[config.mk]
export PLATFORM = sky130hd
export DESIGN_NAME = closest_word_tracker
export DESIGN_NICKNAME = d
export VERILOG_FILES = /design/src/rtl/closest_word_tracker_pkg.sv /design/src/rtl/closest_word_tracker_hamming.sv /design/src/rtl/closest_word_tracker.sv
export SDC_FILE = /design/constraint.sdc
export NUM_CORES = 1
export LEC_CHECK = 0
export ABC_AREA = 1
export BUFFER_PORTS_ARGS = -buffer_cell sky130_fd_sc_hd__buf_2
export CAP_MARGIN = 20
export CORE_MARGIN = 10
export CORE_UTILIZATION = 54
export CTS_BUF_LIST = sky130_fd_sc_hd__clkbuf_16
export DETAILED_ROUTE_END_ITERATION = 8
export PLACE_DENSITY = 0.84
export SYNTH_ARGS = -nofsm -noshare
export SYNTH_HDL_FRONTEND = slang
export SYNTH_SLANG_ARGS = --single-unit
[constraint.sdc]
create_clock -name clk -period 5.37 [get_ports clk]
set_clock_uncertainty 0.05 [all_clocks]
set_input_delay 0.537 -clock clk [delete_from_list [all_inputs] [get_ports clk]]
set_output_delay 0.537 -clock clk [all_outputs]
set_load 0.01 [all_outputs]
[src/rtl/closest_word_tracker_pkg.sv]
// closest_pkg: shared widths and FSM state encoding for the closest-word tracker
package closest_pkg;
  localparam int WIDTH = 8;
  localparam int CNT_W = 4;
  localparam int DIST_W = 4;
  typedef enum logic [1:0] {IDLE, RUN, DONE} state_t;
endpackage

[src/rtl/closest_word_tracker_hamming.sv]
// hamming_distance: combinational popcount of a ^ b
module hamming_distance
  import closest_pkg::*;
(
  input  logic [WIDTH-1:0]  a,
  input  logic [WIDTH-1:0]  b,
  output logic [DIST_W-1:0] d
);
  always_comb begin
    d = '0;
    for (int i = 0; i < WIDTH; i++) d = d + DIST_W'(a[i] ^ b[i]);
  end
endmodule

[src/rtl/closest_word_tracker.sv]
// closest_word_tracker: keeps the candidate with the smallest Hamming distance to a latched reference
module closest_word_tracker
  import closest_pkg::*;
(
  input  logic              clk,
  input  logic              rst,
  input  logic              start,
  input  logic [WIDTH-1:0]  ref_in,
  input  logic [CNT_W-1:0]  len,
  input  logic              in_valid,
  input  logic [WIDTH-1:0]  in_data,
  output logic              in_ready,
  output logic              busy,
  output logic              done,
  output logic              found,
  output logic [WIDTH-1:0]  best_word,
  output logic [DIST_W-1:0] best_dist,
  output logic [CNT_W-1:0]  best_index
);
  state_t state, state_nxt;
  logic [WIDTH-1:0] ref_q;
  logic [CNT_W-1:0] len_q, cnt;
  logic [DIST_W-1:0] d;
  logic acc, last;
  hamming_distance u_hd (.a(ref_q), .b(in_data), .d(d));
  assign in_ready = state == RUN;
  assign acc = in_ready & in_valid;
  assign last = cnt == len_q - CNT_W'(1);
  always_comb begin
    state_nxt = state == IDLE ? (start ? (len == '0 ? DONE : RUN) : IDLE) :
                state == RUN  ? (acc && last ? DONE : RUN) : IDLE;
  end
  always_ff @(posedge clk) begin
    if (rst) begin
      state <= IDLE;
      done  <= 1'b0;
      busy  <= 1'b0;
    end else begin
      state <= state_nxt;
      done  <= state_nxt == DONE;
      busy  <= state_nxt != IDLE;
    end
  end
  always_ff @(posedge clk) begin
    if (rst) begin
      ref_q      <= '0;
      len_q      <= '0;
      cnt        <= '0;
      found      <= 1'b0;
      best_word  <= '0;
      best_dist  <= '0;
      best_index <= '0;
    end else if (state == IDLE && start) begin
      ref_q      <= ref_in;
      len_q      <= len;
      cnt        <= '0;
      found      <= 1'b0;
      best_word  <= '0;
      best_dist  <= '0;
      best_index <= '0;
    end else if (acc) begin
      cnt   <= cnt + CNT_W'(1);
      found <= 1'b1;
      if (cnt == '0 || d < best_dist) begin
        best_word  <= in_data;
        best_dist  <= d;
        best_index <= cnt;
      end
    end
  end
endmodule

* Word level (Yosys, flattened, before mapping)
Index checks and enable logic that the tools add are counted.
Word-level totals: word-level logic and storage cells 46, bits in registers 37
Cells by class: magnitude comparators 1, equality and inequality tests 3, bitwise operators 9, muxes and demuxes 5, reductions and logical operators 9, $add $sub $neg 9
Operators with widths (number):
- $add A4 B4 Y4 | 7
- $mux W2 | 5
- $logic_not A4 Y1 | 2
- $xor A1 B1 Y1 | 8
- $add A4 B1 Y4 const B | 1
- $eq A4 B4 Y1 | 1
- $lt A4 B4 Y1 | 1
- $sub A4 B1 Y4 const B | 1
- $eq A2 B1 Y1 const B | 1
- $eq A2 B2 Y1 const B | 1
- $logic_and A1 B1 Y1 | 2
- $logic_not A2 Y1 | 1
- $reduce_and A2 Y1 | 1
- $reduce_bool A2 Y1 | 1
- $reduce_or A2 Y1 | 1
- $and A1 B1 Y1 | 1
- $logic_or A1 B1 Y1 | 1

* Logic depth before layout (Yosys ltp)
Gate-level depths: netlist of run 1.
depth after elaboration 11, mapped depth 21, gate-level depth less buffers 20

* Cells and area by module
A second synthesis of run 1 with hierarchy kept.
Unflattened totals: cell total of the unflattened synthesis 307, area total of the unflattened synthesis 2075.7 sq um
By module, submodules not included:
- closest_word_tracker | seq. area each 740.7 sq um, times used 1, cells each 248, area each 1761.7 sq um
- hamming_distance | seq. area each 0.0 sq um, times used 1, cells each 59, area each 314.1 sq um

* Worst setup path after synthesis of run 1
Ideal clock, no wire load.
path kind input to register, start point input port in_data[0], end point register best_dist[2], setup time 0.115 ns, required time 5.205 ns, data arrival time 4.073 ns, slack 1.132 ns, stages on the path 21, cells stage by stage xnor2_1 fa_1 inv_1 fa_1 inv_1 fa_1 inv_1 ha_1 fa_1 xnor2_1 inv_1 ha_1 nand2_1 inv_1 nand2_1 nand2_1 nand2_2 buf_6 nand3_1 nand2_1 nor2_1
Between the ends: cells in the longest elaborated chain, start to end 11
RTL lines:
- from (decl) | line closest_word_tracker.sv:11 | input logic [WIDTH-1:0] in_data,
- $xor A1 B1 Y1 * | line closest_word_tracker_hamming.sv:11 | for (int i = 0; i < WIDTH; i++) d = d + DIST_W'(a[i] ^ b[i]);
- $add A4 B4 Y4 * (7 in series) | line closest_word_tracker_hamming.sv:11
- net d[2] | line closest_word_tracker.sv:23 | logic [DIST_W-1:0] d;
- $lt A4 B4 Y1 | line closest_word_tracker.sv:64 | if (cnt == '0 || d < best_dist) begin
- $logic_or A1 B1 Y1 | line closest_word_tracker.sv:64
- $reduce_and A2 Y1 (no source line)
- to (signal assigned) | line closest_word_tracker.sv:51 | best_dist <= '0;
- to (signal assigned) | line closest_word_tracker.sv:59 | best_dist <= '0;
- to (signal assigned) | line closest_word_tracker.sv:66 | best_dist <= d;
- to (decl) | line closest_word_tracker.sv:17 | output logic [DIST_W-1:0] best_dist,
The timed path passes the listed nets; every way through them passes the cells marked *. A chain may end at the register's enable or synchronous reset.

* Worst setup path after layout of run 1
Same ends and word-level chain as after synthesis.

==> impl_metrics.toml, run 1 <==
[sta]
tightest_slew_ps = 524.5
period_share_pct = 83.72
hold_viol_final = 0
slew_headroom_pct = 64.91
grt_setup_unrepaired = "false"
setup_viol = 0
finalSetupTns_ps = 0
slew_violations = 0
fmax_mhz = 222.4
fin_crit_ps = 4496
setup_slack_ps = 874.1

[final_layout]
n_antenna_cell = 0
nFillCells = 328
syn_to_final_growth_pct = 14.97
regArea_sq_um = 740.7
drive_above_1_share_pct = 20.38
multi_input_area_sq_mm = 0.001027
layout.nets = 351

[pwr]
vdd_drop_max_mv = 0.2246
p_per_area_mw_per_mm2 = 366.5
leakage_nw = 1.202
combPwrFrac_pct = 34.0
p_sw_uw = 282.7
seq_power_share_pct = 35.2
clkPwrFrac_pct = 30.9
switching_share_pct = 32.89
internal_power_uw = 576.8

[global_route]
grt_pass1_wl_mm = 7.500
grt_usage_pct = 13.97
grt_pass1_vias = 1720
grt_start_max_net_pins = 36
antenna_found_initial = 0
globalRouteOverflowTotal = 0

[die]
fp.dieW_um = 81.46
core_area_sq_mm = 0.003661
fp.dieH_um = 81.46
num_io_pins = 44
die_area_sq_mm = 0.006635
start_util_pct = 55.71
num_rows = 22

[routing]
drt-initial-drc-count = 134
drc = 0
ant_nets = 0
via_per_inst = 4.865
routed-via-count = 1761
first_pass_iters = 4
post_drt_wl_per_cell_um = 11.76
postRouteWirelength_mm = 4.256

[setup_path]
cp-startpoint = "in_data[0]"
end_kind = "register"
ff2ff_path_depth = 20
cp_data_required_time_ps = 5480
cp_max_fo = 32
crit_type = "in2reg"
r2r-end = "best_dist[2]$_SDFFE_PP0P_"
cp-endpoint = "best_dist[2]$_SDFFE_PP0P_"
rrSetupSlack_ps = 930
worstPathArrival_ps = 4610
r2r-start = "ref_q[0]$_SDFFE_PP0P_"
start_kind = "input port"

[status]
status = "finished clean"

[cts]
cts.clk_slew.worst_paths_ps = 50
htreeDepth = 2
cts_tree = "yes"
post_cts_buffers = 0
clk_path_buf_depth = 2
postCtsResizedCells = 0
cts_inserted_buffers = 5
postCtsHoldBufs = 0
clk_latency_ps = 270
clock-sinks = 37
cts_root_buffer = "clkbuf_16"

[synth]
synth_edf_count = 0
syn_inst = 275
netlist_top_cells_area = "dfxtp_1, nand2_1, nor2_1"
synth_nets = 312
ys_warn_count = 0
syn_avg_cell_area_sq_um = 7.416
synthArstFlopShare_pct = 0
yosysTopAreaCell = "dfxtp_1"
ys_seq_elements = 37
synth_seq_area_share_pct = 36.32
ys.flop_type = "dfxtp_1"
yosysTopAreaCellShare_pct = 36.32
syn_area_sq_mm = 0.002039
synth_cell_type_count = 25

[place]
portBuffers = 43
pre_cts_slack_ps = 584.7
dp_hpwl_mm = 3.234
place_congestion = 0.8230

[min_path]
hp-class = "reg2reg"

[flow_run]
max_cap_viol_count = 0
[cell usage after synthesis (4+ instances only)]
cell,number
dfxtp_1,37
xnor2_1,6
nor2_1,43
fa_1,4
inv_2,6
inv_1,36
nand2_1,49
o21ai_0,13
ha_1,9
buf_6,7
nand3_1,21
a21oi_1,25
[metal layers]
layer / part of all wire (%) / global-route usage [%]
met1: 46 / 16.28
met2: 47 / 23.14
met3: 6.3 / 5.568
met4: 1.2 / 4.152
met5: 0 / 0
[flip-flops by register name (all words and copies together), names as in the netlist]
register and cells:
done 1, state 2, best_dist 4, ref_q 8
len_q 4, busy 1, best_word 8, best_index 4
found 1, cnt 4
[cell usage in the layout, fill, tap and decap left out, drive strengths merged, types with 3 or more instances in the layout]
cell,count
xnor2,6
xor2,3
ha,9
nand3,23
o21ai,13
a21oi,25
clkbuf,5
nor2,45
dfxtp,37
buf,43
fa,4
inv,44
nand2,52
[power by group through the flow]
stage	logic [mW]	clock network, mW	registers, mW
after global placement	0.278	0	0.308
after CTS	0.293	0.269	0.302
after global routing	0.342	0.282	0.305
after floorplan	0.238	0	0.310
final	0.292	0.265	0.302
after detailed placement	0.289	0	0.308
[per-stage QoR]
step,area [sq um],power (mW),util (%),std cells,hold slack (ps)
finish,2345,0.8594,64.05,362,410.8
global placement,2212,0.5862,60.42,355,395.9
floorplan,2039,0.5484,-,275,393.7
global route,2345,0.9286,64.05,362,438.0
detailed placement,2212,0.5974,60.42,355,403.3
CTS,2345,0.8645,64.05,362,417.2
[worst min path at each step]
stage / from / endpoint / slack [ps] / cells after the start
floorplan: len_q[3]$_SDFFE_PP0P_ / len_q[3]$_SDFFE_PP0P_ / 390 / 2
global placement: found$_SDFFE_PP0P_ / found$_SDFFE_PP0P_ / 400 / 1
detailed placement: found$_SDFFE_PP0P_ / found$_SDFFE_PP0P_ / 400 / 1
CTS: found$_SDFFE_PP0P_ / found$_SDFFE_PP0P_ / 420 / 1
global route: found$_SDFFE_PP0P_ / found$_SDFFE_PP0P_ / 440 / 1
finish: found$_SDFFE_PP0P_ / found$_SDFFE_PP0P_ / 410 / 1
[critical path: stages]
cell     delay [ps]
buf_2           110
xnor2_1         140
fa_1            530
inv_1            50
fa_1            530
inv_1            60
fa_1            530
inv_1            40
ha_1            220
fa_1            430
xnor2_1         210
inv_1            70
ha_1            270
nand2_1          60
inv_1            30
nand2_1          50
nand2_1          50
nand2_2         400
nand3_1         150
nand2_1         100
nor2_1           40
[final cells by class]
| cell class | count | area share, % |
|---|---|---|
| clock inverter | 2 | 0.3202 |
| sequential | 37 | 31.59 |
| tap | 48 | 2.561 |
| inverter | 43 | 7.204 |
| timing repair buffer | 43 | 9.178 |
| clock buffer | 5 | 5.336 |
| multi-input combinational | 184 | 43.81 |
[cells by family after synthesis]
family | share of synthesized area [%]
simple gates | 26.38
flops | 36.32
xor+xnor | 3.865
fa+ha+maj | 9.448
buf+inv | 13.31
compound gates | 10.67
Note: power is estimated with default switching activity, not from simulation.
==> inputs of run 2 (changes only) <==
--- a/config.mk
+++ b/config.mk
@@ -5,14 +5,14 @@
 export SDC_FILE = /design/constraint.sdc
 export NUM_CORES = 1
 export LEC_CHECK = 0
-export ABC_AREA = 1
+export ABC_AREA = 0
 export BUFFER_PORTS_ARGS = -buffer_cell sky130_fd_sc_hd__buf_2
 export CAP_MARGIN = 20
 export CORE_MARGIN = 10
-export CORE_UTILIZATION = 54
+export CORE_UTILIZATION = 48
 export CTS_BUF_LIST = sky130_fd_sc_hd__clkbuf_16
 export DETAILED_ROUTE_END_ITERATION = 8
-export PLACE_DENSITY = 0.84
+export PLACE_DENSITY = 0.8
 export SYNTH_ARGS = -nofsm -noshare
 export SYNTH_HDL_FRONTEND = slang
 export SYNTH_SLANG_ARGS = --single-unit
==> constraint.sdc (replaced) <==
create_clock -name clk -period 3.79 [get_ports clk]
set_clock_uncertainty 0.05 [all_clocks]
set_input_delay 0.379 -clock clk [delete_from_list [all_inputs] [get_ports clk]]
set_output_delay 0.379 -clock clk [all_outputs]
set_load 0.01 [all_outputs]
==> run 2 against run 1 <==
Effect of this change: the flow now finishes with violations (setup timing); critical path type is now reg2reg; worst hold slack got worse by 140 ps; sequential cell count unchanged; final area is 1.1% higher; highest routed layer unchanged.
==> impl_metrics.toml, run 2 <==
[die]
die_area_sq_mm = 0.006735
start_util_pct = 50.14
core_area_sq_mm = 0.003689
fp.dieW_um = 82.07
num_rows = 22
num_io_pins = 44
fp.dieH_um = 82.07

[global_route]
grt_pass1_wl_mm = 7.438
antenna_found_initial = 0
globalRouteOverflowTotal = 0
grt_start_max_net_pins = 33
grt_pass1_vias = 1659
grt_usage_pct = 13.95

[sta]
finalSetupTns_ps = -4021
fin_crit_ps = 4084
hold_viol_final = 0
period_share_pct = 107.8
slew_violations = 0
setup_viol = 16
setup_slack_ps = -294.1
fmax_mhz = 244.9
tightest_slew_ps = 537.1
slew_headroom_pct = 64.16
grt_setup_unrepaired = "true"

[synth]
synth_seq_area_share_pct = 40.05
synth_compound_area_share_pct = 8.322
syn_avg_cell_area_sq_um = 8.764
synth_nets = 248
netlist_top_cells_area = "dfxtp_1, nand2_1, mux2i_1"
ys_seq_elements = 37
synth_simple_gate_area_share_pct = 19.55
syn_area_sq_mm = 0.001849
yosysTopAreaCellShare_pct = 40.05
netlist_top_cells_count = "nand2_1, dfxtp_1, a21oi_1, mux2i_1, inv_1"
synth.most_common_cell = "nand2_1"
synth_fa_ha_area_share_pct = 10.42
syn_inst = 211
synth_cell_type_count = 30
synth_mux_area_share_pct = 8.660
synthArstFlopShare_pct = 0
ys_warn_count = 0
yosysTopAreaCell = "dfxtp_1"
synth_top_family_by_area = "simple AND/OR/NAND/NOR gates"
ys.flop_type = "dfxtp_1"
synth_edf_count = 0
synth-xor-area-share_pct = 8.051

[routing]
ant_nets = 0
routed-via-count = 1554
via_per_inst = 5.013
first_pass_iters = 4
drc = 0
drt-initial-drc-count = 67
postRouteWirelength_mm = 4.443
post_drt_wl_per_cell_um = 14.33

[pwr]
p_per_area_mw_per_mm2 = 523.9
total_power_mw = 1.242
vdd_drop_max_mv = 0.3550
leakage_nw = 1.005

[cts]
htreeDepth = 2
postCtsHoldBufs = 0
cts_inserted_buffers = 5
clk_path_buf_depth = 2
clk_latency_ps = 280
cts_root_buffer = "clkbuf_16"
cts_tree = "yes"
cts.clk_slew.worst_paths_ps = 60
clock-sinks = 37

[final_layout]
final_cell_mix = "nand2_1, buf_2, dfxtp_1"
drive_above_1_share_pct = 27.48
nFillCells = 319
n_antenna_cell = 0
top_regs = "best_word (8), ref_q (8)"
layout.nets = 298
final_cell_area_sq_mm = 0.002371
syn_to_final_growth_pct = 28.21
fin_util_pct = 64.28
final_common_cell = "nand2_1"

[min_path]
min-delay-start = "ref_in[2]"
hp-class = "in2reg"
holdPathStages = 3
min_to = "ref_q[2]$_SDFFE_PP0P_"

[status]
violations = "setup timing"
status = "complete, but fails checks"

[setup_path]
cp_data_required_time_ps = 3950
start_kind = "register"
worstPathArrival_ps = 4240
r2r-start = "ref_q[2]$_SDFFE_PP0P_"
crit_type = "reg2reg"
r2r-end = "best_index[1]$_SDFFE_PP0P_"
ff2ff_path_depth = 17
cp_max_fo = 8
end_kind = "register"
rrSetupSlack_ps = -290

[place]
portBuffers = 43
place_congestion = 0.8215
dp_hpwl_mm = 3.064
placed_area_sq_mm = 0.002141

[flow_run]
max_cap_viol_count = 0
## run 2: changes by cell type in the layout (fill, tap and decap cells not counted), moves of 4 or more
| cell | before | now |
|---|---|---|
| a21oi_1 | 25 | 17 |
| buf_4 | 0 | 4 |
| inv_1 | 37 | 11 |
| nor2_1 | 43 | 6 |
| o21ai_0 | 13 | 0 |
| mux2i_1 | 0 | 16 |
| nand3_1 | 21 | 0 |
| inv_2 | 6 | 1 |
| nand2_1 | 49 | 63 |
## run 2: worst max-delay path, cell delays in order, from the launching register on
cell	delay (ps)
dfxtp_4	360
xnor2_4	120
fa_1	530
inv_1	50
fa_1	490
inv_2	40
fa_1	470
inv_1	40
ha_2	180
fa_2	350
xor2_2	160
ha_1	290
a21oi_1	130
o21ai_1	120
a31oi_4	180
buf_6	140
buf_12	120
mux2i_1	180
## run 2: worst max path at each step
| stage | start | endpoint | slack (ps) | depth (start not counted) |
|---|---|---|---|---|
| floorplan | in_data[2] | best_dist[0]$_SDFFE_PP0P_ | -260 | 16 |
| global placement | in_data[2] | best_word[3]$_SDFFE_PP0P_ | -370 | 17 |
| detailed placement | in_data[2] | best_dist[0]$_SDFFE_PP0P_ | -460 | 17 |
| CTS | ref_q[2]$_SDFFE_PP0P_ | best_dist[0]$_SDFFE_PP0P_ | -290 | 17 |
| global route | ref_q[2]$_SDFFE_PP0P_ | best_word[3]$_SDFFE_PP0P_ | -440 | 17 |
| finish | ref_q[2]$_SDFFE_PP0P_ | best_index[1]$_SDFFE_PP0P_ | -290 | 17 |
## run 2: kinds of logic after synthesis
kind of cell	count (synthesis)
adders and majority gates	13
and+or+nand+nor	84
buffers and inverters	20
AOI/OAI and AO/OA	24
DFF	37
xor gates and xnor gates	17
muxes	16
## run 2: final cells by class
type | instances | area, sq um | share of cell area, %
timing repair buffer | 51 | 299.0 | 12.61
sequential | 37 | 744.5 | 31.40
inverter | 12 | 45.04 | 1.900
multi-input combinational | 154 | 1051 | 44.33
clock buffer | 5 | 125.1 | 5.277
tap | 48 | 60.06 | 2.533
clock inverter | 3 | 46.29 | 1.953
## run 2: through the flow
stage,cells,worst slack [ps],hold slack [ps]
after floorplan,211,-263.8,398.1
after global placement,297,-365.3,390.8
after detailed placement,297,-460.1,394.7
after CTS,308,-288.5,275.1
after global routing,310,-438.1,293.4
final,310,-294.1,274.2
## run 2: power breakdown
group,total (mW),internal [mW],switching (mW)
clock network,0.473,0.311,0.162
logic,0.350,0.163,0.187
registers,0.419,0.405,0.0131
total,1.24,0.880,0.363
## run 2: routing by layer
layer	wire length (um)	track usage [%]
met3	243	3.821
met1	1832	15.03
met4	63	5.272
met5	0	0
met2	2303	25.31
## run 2: timing repair
action	4_1_cts	5_1_grt
setup buffers	2	2
pin swaps	4	0
setup endpoints to repair	16	16
gates cloned	1	0
resized for setup	5	1
